==> src/rtl/program_loader_pkg.sv <==
// Shared types and constants for the boot-time instruction loader.
package program_loader_pkg;

  localparam int unsigned BYTE_W         = 8;
  localparam int unsigned WORD_W         = 32;
  localparam int unsigned HDR_BYTES      = 2;
  localparam int unsigned BYTES_PER_WORD = 4;

  typedef enum logic [2:0] {
    HDR_HI,
    HDR_LO,
    DATA,
    WRITE,
    DONE,
    ERROR
  } state_e;

  // Big-endian assembly: earlier bytes end up in the high-order lanes.
  function automatic logic [WORD_W-1:0] shift_in(input logic [WORD_W-1:0] w,
                                                 input logic [BYTE_W-1:0] b);
    return {w[WORD_W-BYTE_W-1:0], b};
  endfunction

endpackage

==> src/rtl/program_loader_if.sv <==
// Byte-stream input and instruction-memory write port of the loader.
interface program_loader_if #(
  parameter int unsigned ADDR_WIDTH = 8
);
  logic [7:0]            in_data;
  logic                  in_valid;
  logic                  in_ready;
  logic                  mem_we;
  logic [ADDR_WIDTH-1:0] mem_addr;
  logic [31:0]           mem_wdata;

  modport slave (
    input  in_data, in_valid,
    output in_ready, mem_we, mem_addr, mem_wdata
  );

  modport master (
    output in_data, in_valid,
    input  in_ready, mem_we, mem_addr, mem_wdata
  );
endinterface

==> src/rtl/program_loader_byte_packer.sv <==
// Shifts accepted bytes into a 32-bit word and flags the byte that completes it.
module program_loader_byte_packer
  import program_loader_pkg::*;
(
  input  logic              clk,
  input  logic              reset,
  input  logic              clear,
  input  logic              shift_en,
  input  logic [BYTE_W-1:0] in_byte,
  output logic [WORD_W-1:0] word_c,
  output logic              word_ready_c
);

  localparam int unsigned CNT_W = $clog2(BYTES_PER_WORD);

  logic [WORD_W-1:0] word_q;
  logic [CNT_W-1:0]  cnt_q;

  always_ff @(posedge clk or negedge reset) begin
    if (!reset) begin
      word_q <= '0;
      cnt_q  <= '0;
    end else if (clear) begin
      word_q <= '0;
      cnt_q  <= '0;
    end else if (shift_en) begin
      word_q <= shift_in(word_q, in_byte);
      cnt_q  <= cnt_q + CNT_W'(1);
    end
  end

  // Word as it will look once the current byte is shifted in.
  assign word_c       = shift_in(word_q, in_byte);
  assign word_ready_c = shift_en && (cnt_q == CNT_W'(BYTES_PER_WORD - 1));

endmodule

==> src/rtl/program_loader.sv <==
// Loads a length-prefixed big-endian word image into instruction memory, then releases the CPU.
module program_loader
  import program_loader_pkg::*;
#(
  parameter int unsigned ADDR_WIDTH = 8,
  parameter int unsigned CNT_WIDTH  = 16
) (
  input  logic             clk,
  input  logic             reset,
  input  logic             start,
  program_loader_if.slave  bus,
  output logic             cpu_reset,
  output logic             done,
  output logic             error
);

  localparam int unsigned DEPTH  = 1 << ADDR_WIDTH;
  localparam int unsigned WCNT_W = ADDR_WIDTH + 1;

  state_e                 state;
  logic                   in_ready_q;
  logic                   mem_we_q;
  logic [ADDR_WIDTH-1:0]  mem_addr_q;
  logic [WORD_W-1:0]      mem_wdata_q;
  logic [BYTE_W-1:0]      n_hi_q;
  logic [CNT_WIDTH-1:0]   n_words_q;
  logic [WCNT_W-1:0]      word_cnt_q;

  logic                   xfer_c;
  logic                   pack_clear_c;
  logic                   word_ready_c;
  logic                   last_word_c;
  logic [CNT_WIDTH-1:0]   hdr_n_c;
  logic [WORD_W-1:0]      packed_word_c;

  assign xfer_c       = bus.in_valid && in_ready_q;
  assign pack_clear_c = start && ((state == DONE) || (state == ERROR));
  assign hdr_n_c      = CNT_WIDTH'({n_hi_q, bus.in_data});
  // Word counter is one bit wider than the address so a full-depth image never wraps.
  assign last_word_c  = (32'(word_cnt_q) + 32'd1) == 32'(n_words_q);

  program_loader_byte_packer u_packer (
    .clk          (clk),
    .reset        (reset),
    .clear        (pack_clear_c),
    .shift_en     (xfer_c && (state == DATA)),
    .in_byte      (bus.in_data),
    .word_c       (packed_word_c),
    .word_ready_c (word_ready_c)
  );

  always_ff @(posedge clk or negedge reset) begin
    if (!reset) begin
      state       <= HDR_HI;
      in_ready_q  <= 1'b1;
      mem_we_q    <= 1'b0;
      mem_addr_q  <= '0;
      mem_wdata_q <= '0;
      cpu_reset   <= 1'b1;
      done        <= 1'b0;
      error       <= 1'b0;
      n_hi_q      <= '0;
      n_words_q   <= '0;
      word_cnt_q  <= '0;
    end else begin
      mem_we_q <= 1'b0;
      case (state)
        HDR_HI: begin
          if (xfer_c) begin
            n_hi_q <= bus.in_data;
            state  <= HDR_LO;
          end
        end
        HDR_LO: begin
          if (xfer_c) begin
            n_words_q <= hdr_n_c;
            if (hdr_n_c == '0) begin
              state      <= DONE;
              in_ready_q <= 1'b0;
              cpu_reset  <= 1'b0;
              done       <= 1'b1;
            end else if (32'(hdr_n_c) > DEPTH) begin
              state      <= ERROR;
              in_ready_q <= 1'b0;
              error      <= 1'b1;
            end else begin
              state <= DATA;
            end
          end
        end
        DATA: begin
          if (word_ready_c) begin
            state       <= WRITE;
            in_ready_q  <= 1'b0;
            mem_we_q    <= 1'b1;
            mem_addr_q  <= word_cnt_q[ADDR_WIDTH-1:0];
            mem_wdata_q <= packed_word_c;
          end
        end
        WRITE: begin
          word_cnt_q <= word_cnt_q + WCNT_W'(1);
          if (last_word_c) begin
            state     <= DONE;
            cpu_reset <= 1'b0;
            done      <= 1'b1;
          end else begin
            state      <= DATA;
            in_ready_q <= 1'b1;
          end
        end
        DONE: begin
          if (start) begin
            state      <= HDR_HI;
            in_ready_q <= 1'b1;
            cpu_reset  <= 1'b1;
            done       <= 1'b0;
            word_cnt_q <= '0;
          end
        end
        ERROR: begin
          if (start) begin
            state      <= HDR_HI;
            in_ready_q <= 1'b1;
            error      <= 1'b0;
            word_cnt_q <= '0;
          end
        end
        default: begin
          state      <= HDR_HI;
          in_ready_q <= 1'b1;
        end
      endcase
    end
  end

  assign bus.in_ready  = in_ready_q;
  assign bus.mem_we    = mem_we_q;
  assign bus.mem_addr  = mem_addr_q;
  assign bus.mem_wdata = mem_wdata_q;

endmodule

==> src/flat_wrapper.sv <==
// flat-port wrapper written by rule: the top's interface ports become plain ports
module program_loader_flat import program_loader_pkg::*;
#(
  parameter int unsigned ADDR_WIDTH = 8,
  parameter int unsigned CNT_WIDTH  = 16
)
  (clk, reset, start, cpu_reset, done, error, bus_in_data, bus_in_valid, bus_in_ready, bus_mem_we, bus_mem_addr, bus_mem_wdata);
  program_loader_if #(.ADDR_WIDTH(ADDR_WIDTH)) bus_i ();
  input  logic clk;
  input  logic reset;
  input  logic start;
  output logic cpu_reset;
  output logic done;
  output logic error;
  input wire logic [$bits(bus_i.in_data)-1:0] bus_in_data;
  input wire logic [$bits(bus_i.in_valid)-1:0] bus_in_valid;
  output wire logic [$bits(bus_i.in_ready)-1:0] bus_in_ready;
  output wire logic [$bits(bus_i.mem_we)-1:0] bus_mem_we;
  output wire logic [$bits(bus_i.mem_addr)-1:0] bus_mem_addr;
  output wire logic [$bits(bus_i.mem_wdata)-1:0] bus_mem_wdata;
  assign bus_i.in_data = bus_in_data;
  assign bus_i.in_valid = bus_in_valid;
  assign bus_in_ready = bus_i.in_ready;
  assign bus_mem_we = bus_i.mem_we;
  assign bus_mem_addr = bus_i.mem_addr;
  assign bus_mem_wdata = bus_i.mem_wdata;
  program_loader #(.ADDR_WIDTH(ADDR_WIDTH), .CNT_WIDTH(CNT_WIDTH)) u_core (.clk(clk), .reset(reset), .start(start), .bus(bus_i), .cpu_reset(cpu_reset), .done(done), .error(error));
endmodule
==> config.mk <==
export PLATFORM = sky130hd
export DESIGN_NAME = program_loader_flat
export DESIGN_NICKNAME = d
export VERILOG_FILES = /design/src/rtl/program_loader_pkg.sv /design/src/rtl/program_loader_if.sv /design/src/rtl/program_loader_byte_packer.sv /design/src/rtl/program_loader.sv /design/src/flat_wrapper.sv
export SDC_FILE = /design/constraint.sdc
export NUM_CORES = 1
export LEC_CHECK = 0
export CAP_MARGIN = 30
export CORE_MARGIN = 1.5
export CORE_UTILIZATION = 50
export CTS_CLUSTER_DIAMETER = 30
export CTS_CLUSTER_SIZE = 28
export DETAILED_ROUTE_END_ITERATION = 7
export PLACE_DENSITY = 0.73
export SYNTH_ARGS = -nofsm -noshare
export SYNTH_HDL_FRONTEND = slang
export SYNTH_SLANG_ARGS = --single-unit
==> constraint.sdc <==
create_clock -name clk -period 5.3 [get_ports clk]
set_clock_uncertainty 0.1 [all_clocks]
set_input_delay 1.59 -clock clk [delete_from_list [all_inputs] [get_ports clk]]
set_output_delay 1.59 -clock clk [all_outputs]
set_load 0.005 [all_outputs]
==> flow_summary_export.csv <==
group,metric,value,unit
logic_synthesis,post_synth_xor_area_fraction,3.299,%
setup_path,worst-path-max-fanout,5,
clock_tree,cts_repair_resize_count,0,
outcome,status,"finished clean",
clock_tree,total_cts_buffers,9,
detailed_routing,detailedRoute.firstPassIterationCount,4,
logic_synthesis,yosys_register_bits,107,
logic_synthesis,ys_warn_count,0,
sta,grt_setup_unrepaired,"false",
logic_synthesis,synthTopCellsByArea,"sky130_fd_sc_hd__dfrtp_1 (55%), sky130_fd_sc_hd__mux2_2 (14%), sky130_fd_sc_hd__nand2_1 (5.4%)",
pwr,peakVddDrop,0.2946,mV
finish,drive_gt1_share,21.00,%
clock_tree,clk-insertion-delay-late,0.37,ns
logic_synthesis,yosysUniqueCellTypes,52,
setup_path,reg2reg_depth,6,
finish,finish.net_count,471,
setup_path,cp_data_arrival_time,3.61,ns
logic_synthesis,yosys.area_share.adder,0.5278,%
clock_tree,clock_sink_count,107,
floorplan,num_rows,35,
global_routing,global_route_wire_length_before_repair,16260,um
logic_synthesis,yosys.cell_count.top_type,"sky130_fd_sc_hd__dfrtp_1",
logic_synthesis,synth_top_area_share,55.42,%
clock_tree,cts_hold_buffers,0,
finish,multiInputGateArea,1922,um2
logic_synthesis,synthCells,407,
logic_synthesis,synth_area_per_cell,11.65,um2
sta,report.final.slew_viol_count,0,
clock_tree,clockRootBuffer,"sky130_fd_sc_hd__clkbuf_8",
global_routing,globalRoute.totalOverflow,0,
global_routing,global_route_total_usage_across_every_layer,20.88,%
hold_path,hold_path_depth,2,
finish,area.growth.synth_to_final,17.13,%
setup_path,data_required_time_of_the_critical_path,5.48,ns
logic_synthesis,ys_async_rst_share,100.0,%
logic_synthesis,synth_seq_area_share,56.53,%
detailed_routing,vias_per_cell,5.634,
finish,fill_cells,726,
sta,timing_hold_violations_final,0,
global_routing,grt_pass1_vias,3221,
placed_design,dp_hpwl,6712,um
sta,fmaxAchievable,291.6,MHz
detailed_routing,avgRoutedWirePerCell,16.86,um
logic_synthesis,synth_commonest_cells,"sky130_fd_sc_hd__dfrtp_1 (105), sky130_fd_sc_hd__nand2_1 (68), sky130_fd_sc_hd__mux2_2 (61), sky130_fd_sc_hd__a21oi_1 (32), sky130_fd_sc_hd__nor2_1 (15)",
logic_synthesis,muxShareOfSynthArea,14.96,%
clock_tree,cts_tree,"built",
pwr,power_per_cell_area,530.6,nW/um2
sta,slew-limit-headroom,37.25,%
sta,final_setup_vio_count,0,
finish,diodes,0,
logic_synthesis,post_synth_and_or_nand_nor_area_fraction,12.69,%
floorplan,start_util,51.55,%
global_routing,antenna_violations_before_repair,0,
hold_path,hold_path.class,"reg -> reg",
floorplan,core_region_area,9196,um2
floorplan,dieArea,10080,um2
placed_design,routability_congestion,0.8576,
logic_synthesis,cell_area_synth,4741,um2
global_routing,grt_start_max_net_pins,44,
logic_synthesis,synth_top_flop_cell,"sky130_fd_sc_hd__dfrtp_1",
sta,transition_time_at_the_pin_with_the_least_slew_margin,0.9413,ns
clock_tree,clkTransAtPathRegs,0.10,ns
sta,finalSetupTns,0,ns
detailed_routing,ant_nets,0,
setup_path,worst_setup_end_kind,"flop",
floorplan,die-height,100.4,um
clock_tree,clock_tree.htree_level_count,3,
sta,post-route-min-period,3.430,ns
placed_design,port-buffer-count,56,
logic_synthesis,compound_gate_portion_of_the_synthesized_area,8.947,%
setup_path,startpoint_type,"primary input",
pwr,leakage,2.488,nW
finish,ff_latch_area,2680,um2
floorplan,chipWidth,100.4,um
logic_synthesis,synth_top_family_by_area,"multiplexers",
flow_run,timing.max_cap.violations,0,
clock_tree,cts_setup_buffers,0,
detailed_routing,post-route-drc-count,0,
clock_tree,clock_tree.buffer_depth,2,
finish,post-route-util,60.38,%
sta,fin_crit_sh,64.71,%
logic_synthesis,synth_top_area_cell,"sky130_fd_sc_hd__dfrtp_1",
floorplan,boundaryPins,57,
detailed_routing,finalWirelength,9663,um
logic_synthesis,synth-edff-count,0,
logic_synthesis,synth.net_count,421,
setup_path,type_of_the_setup_path_with_the_least_slack,"in -> reg",
detailed_routing,dr.first_iter.drc_count,173,
detailed_routing,via_count,3228,
[layer usage]
| layer | share of wire (%) | wire [um] | global-route usage, % |
|---|---|---|---|
| met1 | 46 | 4484 | 29.30 |
| met2 | 47 | 4540 | 32.55 |
| met3 | 4.8 | 461 | 3.343 |
| met4 | 1.8 | 177 | 8.667 |
| met5 | 0 | 0 | 0 |
[sequential cells by signal (all words and copies together) (netlist names)]
register                flops
u_core.n_hi_q               8
u_core.u_packer.cnt_q       2
u_core.error                1
u_core.done                 1
u_core.state                3
u_core.bus.mem_addr         8
u_core.u_packer.word_q     24
u_core.bus.in_ready         1
u_core.cpu_reset            1
u_core.word_cnt_q           9
u_core.bus.mem_wdata       32
u_core.n_words_q           16
u_core.bus.mem_we           1
[worst paths after layout]
path / from / to / slack, ns
max: bus_in_data[5] / u_core.bus.in_ready / 1.87
min: u_core.bus.mem_addr[6] / u_core.bus.mem_addr[6] / 0.39
max reg2reg: u_core.word_cnt_q[0] / u_core.state[1] / 2.82
min reg2reg: u_core.bus.mem_addr[6] / u_core.bus.mem_addr[6] / 0.39
max in group asynchronous: reset / u_core.n_hi_q[7] / 3.06
min in group asynchronous: reset / u_core.word_cnt_q[7] / 1.09
[layout by cell type (no fill, tap or decap), types with 10 or more instances in the layout]
cell / count
sky130_fd_sc_hd__o21ai_0: 14
sky130_fd_sc_hd__clkbuf_8: 10
sky130_fd_sc_hd__nor2_1: 15
sky130_fd_sc_hd__a21oi_1: 32
sky130_fd_sc_hd__nand2_1: 68
sky130_fd_sc_hd__clkdlybuf4s50_1: 55
sky130_fd_sc_hd__mux2_2: 61
sky130_fd_sc_hd__nand3_1: 10
sky130_fd_sc_hd__dfrtp_1: 105
sky130_fd_sc_hd__xnor2_1: 12
[metrics by stage]
step / cells / hold WS, ns / power (mW) / worst slack (ns) / cell area (um2)
after CTS: 573 / 0.3972 / 2.981 / 1.908 / 5553
after global placement: 557 / 0.3748 / 2.441 / 1.558 / 5355
after detailed placement: 557 / 0.3739 / 2.482 / 1.508 / 5355
after floorplan: 407 / 0.3595 / 1.999 / 2.201 / 4741
final: 573 / 0.3883 / 2.946 / 1.870 / 5553
after global routing: 573 / 0.4239 / 3.155 / 1.788 / 5553
[cell type report]
class	instances	area share, %
Tap cell	111	2.501
Clock inverter	6	1.082
Sequential cell	107	48.26
Clock buffer	10	2.479
Timing Repair Buffer	61	10.73
Inverter	5	0.3380
Multi-Input combinational cell	273	34.61
[kinds of logic (layout without fill, tap and decap cells)]
| family | count (synthesis) | in the layout |
|---|---|---|
| buffers and inverters | 27 | 82 |
| AO/OA/AOI/OAI | 71 | 71 |
| multiplexers | 63 | 63 |
| adder cells (fa/ha/maj) | 2 | 2 |
| XOR/XNOR | 17 | 17 |
| flip-flops | 107 | 107 |
| AND/OR/NAND/NOR | 120 | 120 |
[worst max-delay path: stages]
cell	delay, ns
sky130_fd_sc_hd__clkdlybuf4s50_1	0.52
sky130_fd_sc_hd__or4_4	0.61
sky130_fd_sc_hd__or3_1	0.40
sky130_fd_sc_hd__a31oi_1	0.26
sky130_fd_sc_hd__o21a_1	0.16
sky130_fd_sc_hd__o211ai_1	0.08
[power breakdown]
group	leakage [nW]	internal, mW	switching, mW
clock network	0.103	0.198	0.294
registers	1.38	1.12	0.254
logic	1.01	0.623	0.455
total	2.49	1.94	1.00
No activity file was read; power rests on OpenSTA's default activity.
